$ cat config.mk
export PLATFORM = sky130hd
export DESIGN_NAME = fetch_stage
export DESIGN_NICKNAME = d
export VERILOG_FILES = /design/src/rtl/fetch_stage.sv
export SDC_FILE = /design/constraint.sdc
export NUM_CORES = 1
export LEC_CHECK = 0
export BUFFER_PORTS_ARGS = -buffer_cell sky130_fd_sc_hd__buf_4
export CORE_ASPECT_RATIO = 0.6
export CORE_MARGIN = 2
export CORE_UTILIZATION = 25
export DETAILED_ROUTE_END_ITERATION = 10
export GPL_TIMING_DRIVEN = 0
export PLACE_DENSITY = 0.46
export SYNTH_ARGS = -nofsm -noshare
export SYNTH_HDL_FRONTEND = slang
export SYNTH_SLANG_ARGS = --single-unit
$ cat constraint.sdc
create_clock -name clk -period 3.4 [get_ports clk]
set_input_delay 0.51 -clock clk [delete_from_list [all_inputs] [get_ports clk]]
set_output_delay 0.51 -clock clk [all_outputs]
set_load 0.02 [all_outputs]
$ cat src/rtl/fetch_stage.sv
// fetch_stage: holds the PC, issues in-order instruction fetches and buffers returned words for the IF/ID slot.
// Define FETCH_BUF2_EN for a two-entry buffer (full throughput with 1-cycle memory); the default build has one entry.
module fetch_stage #(
    parameter logic [31:0] RESET_PC = 32'h0000_0000
) (
    input  logic        clk,
    input  logic        reset,
    output logic        imem_req_valid,
    input  logic        imem_req_ready,
    output logic [31:0] imem_req_addr,
    input  logic        imem_rsp_valid,
    input  logic [31:0] imem_rsp_data,
    input  logic        redirect_valid,
    input  logic [31:0] redirect_pc,
    input  logic        stall,
    output logic        id_valid,
    output logic [31:0] id_instr,
    output logic [31:0] id_pc,
    output logic [6:0]  id_opcode,
    output logic [2:0]  id_funct3,
    output logic [6:0]  id_funct7,
    output logic [4:0]  id_rd,
    output logic [4:0]  id_rs1,
    output logic [11:0] id_imm
);
`ifdef FETCH_BUF2_EN
    localparam int DEPTH = 2;
`else
    localparam int DEPTH = 1;
`endif
    localparam logic [2:0]  DEPTH3 = 3'(DEPTH);
    localparam logic [31:0] NOP = 32'h0000_0013;

    logic [31:0]         r_pc;
    logic [1:0]          r_out;
    logic [1:0]          r_cnt;
    logic [1:0]          r_disc;
    logic [DEPTH*32-1:0] r_inf;
    logic [DEPTH*32-1:0] r_bi;
    logic [DEPTH*32-1:0] r_bp;
    logic [DEPTH*32-1:0] w_inf_nxt;
    logic [DEPTH*32-1:0] w_bi_nxt;
    logic [DEPTH*32-1:0] w_bp_nxt;
    logic                w_pop;
    logic                w_fire;
    logic                w_rsp;
    logic                w_take;
    logic [1:0]          w_inf_idx;
    logic [1:0]          w_buf_idx;

    // Credit counts both in-flight fetches (stale ones included) and buffered words.
    assign w_pop          = (r_cnt != 2'd0) && !stall;
    assign imem_req_valid = reset && !redirect_valid &&
                            (({1'b0, r_out} + {1'b0, r_cnt} - {2'b00, w_pop}) < DEPTH3);
    assign imem_req_addr  = r_pc;
    assign w_fire         = imem_req_valid && imem_req_ready;
    assign w_rsp          = imem_rsp_valid && (r_out != 2'd0);
    assign w_take         = w_rsp && (r_disc == 2'd0);
    assign w_inf_idx      = r_out - r_disc - {1'b0, w_take};
    assign w_buf_idx      = r_cnt - {1'b0, w_pop};

    // Both queues shift toward entry 0 on pop; the new entry lands just past the survivors.
    always_comb begin
        w_inf_nxt = w_take ? (r_inf >> 32) : r_inf;
        w_bi_nxt  = w_pop ? (r_bi >> 32) : r_bi;
        w_bp_nxt  = w_pop ? (r_bp >> 32) : r_bp;
        for (int k = 0; k < DEPTH; k++) begin
            if (w_fire && k == int'(w_inf_idx)) w_inf_nxt[k*32 +: 32] = r_pc;
            if (w_take && k == int'(w_buf_idx)) begin
                w_bi_nxt[k*32 +: 32] = imem_rsp_data;
                w_bp_nxt[k*32 +: 32] = r_inf[31:0];
            end
        end
    end

    always_ff @(posedge clk or negedge reset) begin
        if (!reset) begin
            r_pc   <= RESET_PC;
            r_out  <= '0;
            r_cnt  <= '0;
            r_disc <= '0;
            r_inf  <= '0;
            r_bi   <= {DEPTH{NOP}};
            r_bp   <= '0;
        end else if (redirect_valid) begin
            r_pc   <= redirect_pc;
            r_cnt  <= '0;
            r_out  <= r_out - {1'b0, w_rsp};
            r_disc <= r_out - {1'b0, w_rsp};
        end else begin
            if (w_fire) r_pc <= r_pc + 32'd4;
            if (w_rsp && !w_take) r_disc <= r_disc - 2'd1;
            r_out <= r_out + {1'b0, w_fire} - {1'b0, w_rsp};
            r_cnt <= r_cnt + {1'b0, w_take} - {1'b0, w_pop};
            r_inf <= w_inf_nxt;
            r_bi  <= w_bi_nxt;
            r_bp  <= w_bp_nxt;
        end
    end

    assign id_valid  = r_cnt != 2'd0;
    assign id_instr  = id_valid ? r_bi[31:0] : NOP;
    assign id_pc     = id_valid ? r_bp[31:0] : 32'h0;
    assign id_opcode = id_instr[6:0];
    assign id_funct3 = id_instr[14:12];
    assign id_funct7 = id_instr[31:25];
    assign id_rd     = id_instr[11:7];
    assign id_rs1    = id_instr[19:15];
    assign id_imm    = id_instr[31:20];
endmodule

# Yosys cells after proc, flatten, opt, wreduce, memory -nomap -nowiden
# Cells that the tools add are included.
op_classes:
  add_sub_neg: 12
  n_lt_le_gt_ge: 1
  n_mux: 13
  bitwise: 1
  reduce_logical: 23
op_table:
  columns: ["cell", "n"]
  rows:
  - ["$mux W32", 9]
  - ["$add A32 B3 Y32 const B", 1]
  - ["$reduce_bool A2 Y1", 6]
  - ["$sub A2 B1 Y2", 5]
  - ["$logic_and A1 B1 Y1", 9]
  - ["$mux W2", 4]
  - ["$logic_not A2 Y1", 3]
  - ["$add A2 B1 Y2", 2]
  - ["$reduce_and A2 Y1", 2]
  - ["$add A2 B2 Y3", 1]
  - ["$logic_not A1 Y1", 3]
  - ["$lt A3 B1 Y1 const B", 1]
  - ["$sub A3 B1 Y3", 1]
  - ["$sub A2 B1 Y2 const B", 1]
  - ["$sub A2 B2 Y2", 1]
  - ["$not A1 Y1", 1]
word_totals:
  regBits: 134
  input_bits: 70
  output_inout_bits: 137
  wordCells: 57

# Longest topological paths before layout
# Gate-level depths: netlist of the first run.
logic_depth:
  word_depth: 9
  mapped_depth: 15
  ltp_nobuf: 15

# Least setup slack after synthesis of the first run
# No wires, ideal clock.
synth_timing:
  path_type: "input to register"
  startpoint: "input stall"
  endpoint: "register r_pc[31] (netlist: imem_req_addr[31])"
  setup_time_ns: 0.082
  arrival_time_ns: 3.049
  required_ns: 3.318
  path_slack_ns: 0.269
  cell_stages: 10
  path_buffers: 1
  path_cell_list: "nor3_1 a21o_1 ha_1 inv_1 fa_1 nand4b_1 or4_1 buf_2 or4_1 a31oi_1"
synth_between:
  elab_chain_cells: 7
synth_rtl:
  columns: ["item", "line_no", "rtl"]
  rows:
  - ["from (decl)", "15", "input logic stall,"]
  - ["$logic_not A1 Y1", "52", "assign w_pop = (r_cnt != 2'd0) && !stall;"]
  - ["$logic_and A1 B1 Y1", "52", null]
  - ["$sub A3 B1 Y3", "54", "(({1'b0, r_out} + {1'b0, r_cnt} - {2'b00, w_pop}) < DEPTH3);"]
  - ["$lt A3 B1 Y1", "54", null]
  - ["$logic_and A1 B1 Y1", "53", "assign imem_req_valid = reset && !redirect_valid &&"]
  - ["$logic_and A1 B1 Y1", "56", "assign w_fire = imem_req_valid && imem_req_ready;"]
  - ["$reduce_bool A2 Y1 (no line)", null, null]
  - ["to (signal assigned)", "86", "r_pc <= redirect_pc;"]
  - ["to (signal assigned)", "91", "if (w_fire) r_pc <= r_pc + 32'd4;"]
  - ["to (decl)", "34", "logic [31:0] r_pc;"]
# Every way passes these cells.
# A chain may end at the register's enable or synchronous reset.

# Worst setup path after layout of the first run
layout_timing:
  startpoint: "register r_cnt[1]"
  endpoint: "register r_pc[26] (netlist: imem_req_addr[26])"
layout_between:
  elab_chain_cells: 7
  elab_cells_between_ends: 8
  cone_classes: "2 x add/sub; 1 x order compare; 5 x reduce/logical"
layout_rtl:
  columns: ["item", "line_no", "rtl"]
  rows:
  - ["from (decl)", "36", "logic [1:0] r_cnt;"]
  - ["from (signal assigned)", "94", "r_cnt <= r_cnt + {1'b0, w_take} - {1'b0, w_pop};"]
  - ["parallel branches: the longest is 2 deep, another holds $add A2 B2 Y3", null, null]
  - ["$sub A3 B1 Y3 *", "54", null]
  - ["$lt A3 B1 Y1 *", "54", null]
  - ["$logic_and A1 B1 Y1 *", "53", null]
  - ["$logic_and A1 B1 Y1 *", "56", null]
  - ["$reduce_bool A2 Y1 (no line) *", null, null]
# Every way passes the cells marked *.

==> results.yml, run 1 <==
run_status:
  status: "finished clean"
power:
  p_leak_nw: 4.84
  ir_worst_vdd_mv: 0.292
  power_mw: 6.90
  pwr_density_cell_nw_per_um2: 730
sta:
  period_share: 0.948
  worst-slew-pin-transition_ns: 1.20
  report.final.slew_viol_count: 0
  hold_viol: 0
  layout_setup_ws_ns: 0.176
  relSlewSlack: 0.195
  whs_ns: 0.0452
  clock.fmax_ghz: 0.310
  rsz0062_at_grt: "no"
  finalCriticalPeriod_ns: 3.22
  finalSetupViolations: 0
  finClkSkew_ns: 0.0114
placement:
  port_buffers: 206
  hpwl_um: 16300
  dpl_worst_slack_ns: -0.372
  dpl.cell_count: 1227
  place_congestion: 0.777
worst_setup_path:
  cp-endpoint: "imem_req_addr[26]"
  cp.arrival_ns: 3.56
  crit_required_ns: 3.74
  r2r_start: "r_cnt[1]"
  startpoint_type: "register"
  cp_max_fo: 10
  ff2ff_path_depth: 12
  startpoint: "r_cnt[1]"
  crit_path_cell_trace: "inv_1, nor3_4, a21o_1, ha_1, inv_1, fa_1, nand4b_1, buf_4, or4_1, clkbuf_4, or4_1, a31oi_1"
  rr_endpoint: "imem_req_addr[26]"
  r2r_setup_slack_ns: 0.18
  cpMaxStageDelayCell: "fa_1"
  crit_path_end_kind: "register"
  critPathKind: "reg -> reg"
  critPathMaxStageDelay_ns: 0.52
clock_network:
  numCtsBuffers: 17
  clock-root-buffer: "clkbuf_16"
  clk_pin_slew_ns: 0.06
  numClockSinks: 134
  clockBufferDepth: 2
  cts_tree: "done"
  htreeDepth: 4
  clock_latency_ns: 0.43
route:
  vias: 5629
  antenna_left: 0
  drtIter0Drc: 272
  post-route-drc-count: 0
  drtPass1Iterations: 5
  avgViaCountPerCell: 4.45
  wire_per_inst_um: 17.2
  drt_wl_total_um: 21700
global_route:
  grtUsageTotal: 0.156
  overflow: 0
  grt_pass1_vias: 5611
  antenna_found_initial: 0
  grt_max_degree: 83
  grt_pass1_wl_um: 33900
final_layout:
  fin_nets: 976
  final_common_cell: "buf_4"
  final_cells: 1266
  antenna_cells: 0
  area_delta_synth_final_pct: 39.8
  n_fill_cell: 2759
  drive_above_1_share: 0.337
  final_core_util: 0.357
  final_cell_mix: "buf_4 (251), dfrtp_1 (129), a22o_1 (64)"
synth:
  ys_seq_area_frac: 0.496
  ys.flop_type: "dfrtp_1"
  synth_edf_count: 0
  yosysUniqueCellTypes: 40
  syn_area_per_cell_um2: 10.2
  synth_area_um2: 6760
  synth_nets: 743
  synthTopCellsByArea: "dfrtp_1 (48%), a22o_1 (8.3%), and2_1 (5.6%)"
  yosysTopAreaCell: "dfrtp_1"
  ys.warnings.count: 0
  syn_inst: 660
  ys_seq_elements: 134
  synth_top_area_frac: 0.485
  synthArstFlopShare: 1.00
floorplanning:
  ios: 207
  die_w_um: 216
  design.core.area_um2: 26500
  rows: 46
  die_h_um: 131
  initial_core_util: 0.255
  die_area_um2: 28400
job:
  drv_cap: 0
min_path:
  hold_class: "in -> async"
==> synth_stat cells, types with 2 or more instances <==
| master | instances |
|---|---|
| nand3_1 | 17 |
| clkbuf_1 | 28 |
| buf_2 | 11 |
| o31ai_1 | 15 |
| mux2i_1 | 32 |
| dfstp_2 | 3 |
| or4_1 | 24 |
| o31a_1 | 2 |
| and2_1 | 61 |
| nand2_1 | 55 |
| o21ai_0 | 18 |
| xnor2_1 | 16 |
| ha_1 | 11 |
| nor2b_1 | 2 |
| inv_1 | 45 |
| nand4_1 | 7 |
| a21oi_1 | 2 |
| a22o_1 | 64 |
| a31oi_1 | 17 |
| nand2b_1 | 6 |
| nor4_1 | 3 |
| dfrtp_1 | 131 |
| xor2_1 | 3 |
| o211ai_1 | 4 |
| and4_1 | 2 |
| buf_4 | 39 |
| or3_1 | 4 |
| and3_1 | 2 |
| fa_1 | 2 |
| nor2_1 | 22 |
| nor3_1 | 3 |
==> area by class of cell <==
type | instances | area [µm²] | area share
Sequential cell | 134 | 3360 | 0.355
Clock buffer | 20 | 447 | 0.0473
Clock inverter | 12 | 130 | 0.0138
Timing Repair Buffer | 214 | 1630 | 0.173
Multi-Input combinational cell | 402 | 2810 | 0.297
Buffer | 79 | 459 | 0.0486
Inverter | 45 | 169 | 0.0179
Tap cell | 360 | 450 | 0.0477
==> flip-flops by register name (all words and copies together), names as in the netlist <==
| register | count |
|---|---|
| imem_req_addr | 32 |
| r_bi | 32 |
| r_bp | 32 |
| r_inf | 32 |
| r_cnt | 2 |
| r_disc | 2 |
| r_out | 2 |
==> kinds of logic after synthesis <==
logic type	count (synthesis)	synth area share
AOI/OAI and AO/OA	125	0.141
xor gates and xnor gates	19	0.0246
adders and majority gates	13	0.0263
buffers and inverters	124	0.0925
DFF	134	0.496
muxes	33	0.0490
and+or+nand+nor	212	0.170
==> worst min-delay path by stage <==
stage | from | end | slack [ns] | cells past startpoint
floorplan | reset | imem_req_addr[0] | 0.21 | 0
global placement | r_bi[22] | r_bi[22] | 0.47 | 1
detailed placement | r_bi[10] | r_bi[10] | 0.47 | 1
CTS | reset | r_bp[27] | 0.07 | 1
global route | reset | r_bp[13] | 0.08 | 1
finish | reset | r_bp[27] | 0.05 | 1
==> critical path, delay by kind of cell, from the launching register on <==
| kind | cells | cell delay [ns] |
|---|---|---|
| flip-flops | 1 | 0.36 |
| buffers and inverters | 4 | 0.54 |
| adder cells (fa/ha/maj) | 2 | 0.67 |
| AND/OR/NAND/NOR | 4 | 1.28 |
| AO/OA/AOI/OAI | 2 | 0.29 |
==> layer usage <==
layer	global-route usage	wire [µm]	up-vias
met3	0.0387	1210	9
met4	0.0354	140	0
met2	0.224	9120	160
met5	0	0	-
li1	-	-	2749
met1	0.234	11300	2711
==> timing repair <==
item / CTS / global route
pin swaps: 1 / 1
endpoints found under the hold margin: 0 / 0
buffers inserted: 3 / 4
resized for setup: 3 / 5
cloned: 0 / 0
hold buffers: 0 / 0
setup endpoints to repair: 47 / 42
==> per-stage QoR <==
step	area, µm²	setup TNS [ns]
final	9450	0
after floorplan	6760	0
after global placement	8760	-51.35
after CTS	9400	0
after detailed placement	8790	-13.32
after global routing	9450	0
==> report_power, final <==
part	switching [mW]	internal [mW]	total [mW]
Clock	0.741	1.10	1.84
Sequential	0.346	2.08	2.43
Combinational	1.42	1.21	2.64
Total	2.51	4.39	6.90
(Power assumes the default switching activity.)
==> inputs of run 2 (changes only) <==
CORE_MARGIN = unset   (was 2)
==> results.yml, run 2 (same netlist as run 1, synthesis figures left out) <==
sta:
  relSlewSlack: 0.250
  hold_viol: 0
  rsz0062_at_grt: "no"
  finClkSkew_ns: 0.00829
  report.final.slew_viol_count: 0
  worst-slew-pin-transition_ns: 1.12
  period_share: 0.958
  clock.fmax_ghz: 0.307
  finalSetupViolations: 0
  finalCriticalPeriod_ns: 3.26
route:
  post-route-drc-count: 0
  vias: 5656
  antenna_left: 0
  wire_per_inst_um: 17.2
  drt_wl_total_um: 21800
  drtPass1Iterations: 4
  avgViaCountPerCell: 4.48
  drtIter0Drc: 292
clock_network:
  htreeDepth: 4
  numClockSinks: 134
  clock-root-buffer: "clkbuf_16"
  clockBufferDepth: 2
  clock_latency_ns: 0.43
  numCtsBuffers: 17
  postCtsHoldBufs: 0
  clk_pin_slew_ns: 0.06
  cts_tree: "done"
floorplanning:
  initial_core_util: 0.255
  die_h_um: 129
  die_w_um: 214
  design.core.area_um2: 26500
  ios: 207
  rows: 46
  die_area_um2: 27700
placement:
  place_congestion: 0.814
  dpl_cell_area_um2: 8790
  hpwl_um: 16200
  dpl.cell_count: 1227
  port_buffers: 206
global_route:
  antenna_found_initial: 0
  grt_pass1_wl_um: 33400
  overflow: 0
  grtUsageTotal: 0.159
  grt_pass1_vias: 5574
  grt_max_degree: 81
power:
  ir_worst_vdd_mv: 0.338
  power_mw: 6.97
  intPower_mw: 4.44
  power_frac_seq: 0.348
  p_leak_nw: 4.84
  p_switching_mw: 2.53
  switching_share: 0.363
  combPwrFrac: 0.378
  pwr_density_cell_nw_per_um2: 737
  power_frac_clock: 0.274
worst_setup_path:
  cp_max_fo: 10
  cp.arrival_ns: 3.61
  path_buf_inv: 4
  startpoint_type: "register"
  critPathKind: "reg -> reg"
  ff2ff_path_depth: 12
  cpMaxStageDelayCell: "or4_1"
  crit_required_ns: 3.75
  worst_path_dominant_cell_family: "simple AND/OR/NAND/NOR gates"
  crit_path_end_kind: "register"
  cp.depth: 12
  critPathMaxStageDelay_ns: 0.54
  crit_path_cell_trace: "inv_1, nor3_4, a21o_1, ha_1, inv_1, fa_1, nand4b_1, buf_6, or4_1, buf_4, or4_1, a31oi_1"
final_layout:
  final_core_util: 0.357
  area_delta_synth_final_pct: 39.9
  stdcell_area_um2: 9460
  drive_above_1_share: 0.334
  final_cell_mix: "buf_4 (248), dfrtp_1 (129), a22o_1 (64)"
  antenna_cells: 0
  fin_nets: 973
  final_cells: 1263
  final_common_cell: "buf_4"
min_path:
  hold_class: "in -> async"
job:
  drv_cap: 0
run_status:
  status: "finished clean"
==> run 2: changes by cell type in the layout (fill, tap and decap cells not counted), sizes merged <==
cell,change
buf,-2
clkinv,-1
bufinv,+1
clkbuf,-1
==> run 2: per-layer routing <==
metal	share of wire	GRT usage	up-vias
met1	0.53	0.239	2734
met4	0.0075	0.0353	0
met5	0	0	-
met3	0.048	0.0376	14
li1	-	-	2757
met2	0.41	0.226	151
==> run 2: through the flow <==
stage | hold WS (ns) | setup WS, ns | setup TNS, ns
after floorplan | 0.214 | 0.269 | 0
after global placement | 0.475 | -1.14 | -53.80
after detailed placement | 0.474 | -0.379 | -14.41
after CTS | 0.168 | 0.0600 | 0
after global routing | 0.202 | 0.00189 | 0
final | 0.150 | 0.142 | 0
==> run 2: power by group through the flow <==
stage	registers, mW	logic (mW)	clock network, mW
after floorplan	2.36	1.67	0
after global placement	2.45	2.57	0
after detailed placement	2.46	2.59	0
after CTS	2.43	2.65	1.96
after global routing	2.50	2.92	2.03
final	2.43	2.63	1.91
==> run 2: worst paths after layout <==
| kind | slack, ns | from | endpoint |
|---|---|---|---|
| worst max-delay path | 0.14 | r_cnt[1] | imem_req_addr[31] |
| max in group asynchronous | 2.48 | reset | r_bp[4] |
| worst min-delay path | 0.15 | reset | r_bi[31] |
| min in group clk | 0.29 | redirect_pc[12] | imem_req_addr[12] |
| worst max register to register | 0.14 | r_cnt[1] | imem_req_addr[31] |
| worst min register to register | 0.49 | r_bi[14] | r_bi[14] |
==> run 2: area by class of cell <==
type                    count  area, µm²
well taps                 360        450
flip-flops and latches    134       3360
clock buffers              20        437
inverters                  45        169
clock inverters            12        155
multi-input cells         402       2810
fillers                  2733      17000
plain buffers              79        465
repair buffers            211       1610
==> run 2: worst register-to-register path, stage by stage (launching register included) <==
cell and delay (ns):
dfrtp_1 0.38, inv_1 0.10, nor3_4 0.20, a21o_1 0.11
ha_1 0.13, inv_1 0.05, fa_1 0.52, nand4b_1 0.12
buf_6 0.19, or4_1 0.55, buf_4 0.20, or4_1 0.47
a31oi_1 0.17
==> run 2: repair_timing <==
action                                 4_1_cts  5_1_grt
setup endpoints to repair                   46       13
endpoints found under the hold margin        0        0
buffers inserted                             2        2
resized for setup                            4       10
pin swaps                                    1        2
==> inputs of run 3 (changes only) <==
ABC_CLOCK_PERIOD_IN_PS = 3400   (was unset)
BUFFER_PORTS_ARGS = -buffer_cell sky130_fd_sc_hd__buf_2   (was -buffer_cell sky130_fd_sc_hd__buf_4)
==> results.yml, run 3 (same netlist as run 1, synthesis figures left out) <==
run_status:
  status: "finished clean"
worst_setup_path:
  cp.arrival_ns: 3.63
  startpoint_type: "register"
  startpoint: "r_cnt[1]"
  crit_required_ns: 3.76
  critPathKind: "reg -> reg"
  ff2ff_path_depth: 12
  cp_max_fo: 10
  crit_path_end_kind: "register"
  r2r_start: "r_cnt[1]"
route:
  drt_wl_total_um: 21100
  wl_met1_um: 11400
  met2_length_um: 8720
  post-route-drc-count: 0
  drtIter0Drc: 264
  antenna_left: 0
  avgViaCountPerCell: 4.48
  vias: 5678
  wire_per_inst_um: 16.7
  top_layer_used: "met4"
  wl_met3_um: 847
  drtPass1Iterations: 4
power:
  power_mw: 6.72
  pwr_density_cell_nw_per_um2: 751
  p_leak_nw: 4.75
  ir_worst_vdd_mv: 0.287
placement:
  port_buffers: 206
  hpwl_um: 15700
  dpl_worst_slack_ns: -0.380
  place_congestion: 0.810
clock_network:
  postCtsHoldBufs: 0
  clock_latency_ns: 0.43
  clock-root-buffer: "clkbuf_16"
  numClockSinks: 134
  numCtsBuffers: 17
  clockBufferDepth: 2
  cts_tree: "done"
  clk_pin_slew_ns: 0.07
  htreeDepth: 4
floorplanning:
  rows: 46
  ios: 207
  die_h_um: 129
  design.core.area_um2: 26500
  die_area_um2: 27700
  die_w_um: 214
  initial_core_util: 0.255
sta:
  clock.fmax_ghz: 0.306
  worst-slew-pin-transition_ns: 1.29
  finClkSkew_ns: 0.00830
  report.final.slew_viol_count: 0
  hold_viol: 0
  finalCriticalPeriod_ns: 3.27
  relSlewSlack: 0.133
  period_share: 0.963
  layout_setup_ws_ns: 0.127
  finalSetupViolations: 0
final_layout:
  final_common_cell: "buf_2"
  drive_above_1_share: 0.340
  antenna_cells: 0
  fin_nets: 976
  final_cell_mix: "buf_2 (215), dfrtp_1 (128), a22o_1 (64)"
  area_delta_synth_final_pct: 32.3
global_route:
  overflow: 0
  grt_pass1_wl_um: 33200
  grt_max_degree: 92
  grt_pass1_vias: 5608
  grtUsageTotal: 0.158
  antenna_found_initial: 0
job:
  drv_cap: 0
min_path:
  hold_class: "in -> async"
[run 3: cell types whose count changed in the layout (fill, tap and decap cells not counted), sizes merged]
cell	before	now
clkbuf	48	46
bufinv	3	1
inv	46	51
buf	262	265
clkinv	6	5
[run 3: report_power, final]
group	internal (mW)	switching [mW]	total, mW
logic	1.05	1.41	2.46
registers	2.08	0.346	2.43
clock network	1.04	0.785	1.83
[run 3: routing by layer]
layer,vias up,GRT usage
li1,2764,-
met3,15,0.0347
met4,0,0.0462
met5,-,0
met2,145,0.226
met1,2754,0.237
[run 3: worst max-delay path: stages, from the launching register on]
cell and delay [ns]:
dfrtp_2 0.40, inv_1 0.09, nor3_4 0.19, a21o_1 0.11
ha_1 0.13, inv_1 0.05, fa_1 0.55, nand4b_1 0.13
buf_6 0.18, or4_1 0.53, buf_2 0.20, or4_1 0.47
a31oi_1 0.16
[run 3: final timing paths]
path	end	slack [ns]
worst max-delay path	imem_req_addr[27]	0.13
worst min-delay path	r_inf[23]	0.02
worst max register to register	imem_req_addr[27]	0.13
worst min register to register	r_bi[29]	0.49
max in group asynchronous	r_out[1]	2.52
min in group clk	imem_req_addr[11]	0.29
[run 3: cell type report]
type | instances | area [µm²]
multi-input cells | 402 | 2810
well taps | 360 | 450
flip-flops and latches | 134 | 3360
repair buffers | 214 | 1120
inverters | 45 | 169
plain buffers | 79 | 463
clock inverters | 14 | 140
fillers | 2803 | 17500
clock buffers | 18 | 439
[run 3: repair_timing]
item / 4_1_cts / 5_1_grt
endpoints found under the setup margin: 45 / 13
gates cloned: 0 / 0
pin swaps: 2 / 3
buffers inserted: 4 / 3
gates resized for setup: 4 / 8
[run 3: through the flow]
| step | cells | area (µm²) | TNS [ns] | util | hold WS, ns |
|---|---|---|---|---|---|
| 2_1_floorplan | 660 | 6760 | 0 | - | 0.214 |
| 3_3_place_gp | 1226 | 8240 | -191.51 | 0.311 | 0.474 |
| 3_5_place_dp | 1227 | 8280 | -13.98 | 0.313 | 0.473 |
| 4_1_cts | 1263 | 8910 | 0 | 0.336 | 0.0187 |
| 5_1_grt | 1266 | 8950 | -0.0254 | 0.338 | 0.0328 |
| 6_report | 1266 | 8950 | 0 | 0.338 | 0.0202 |
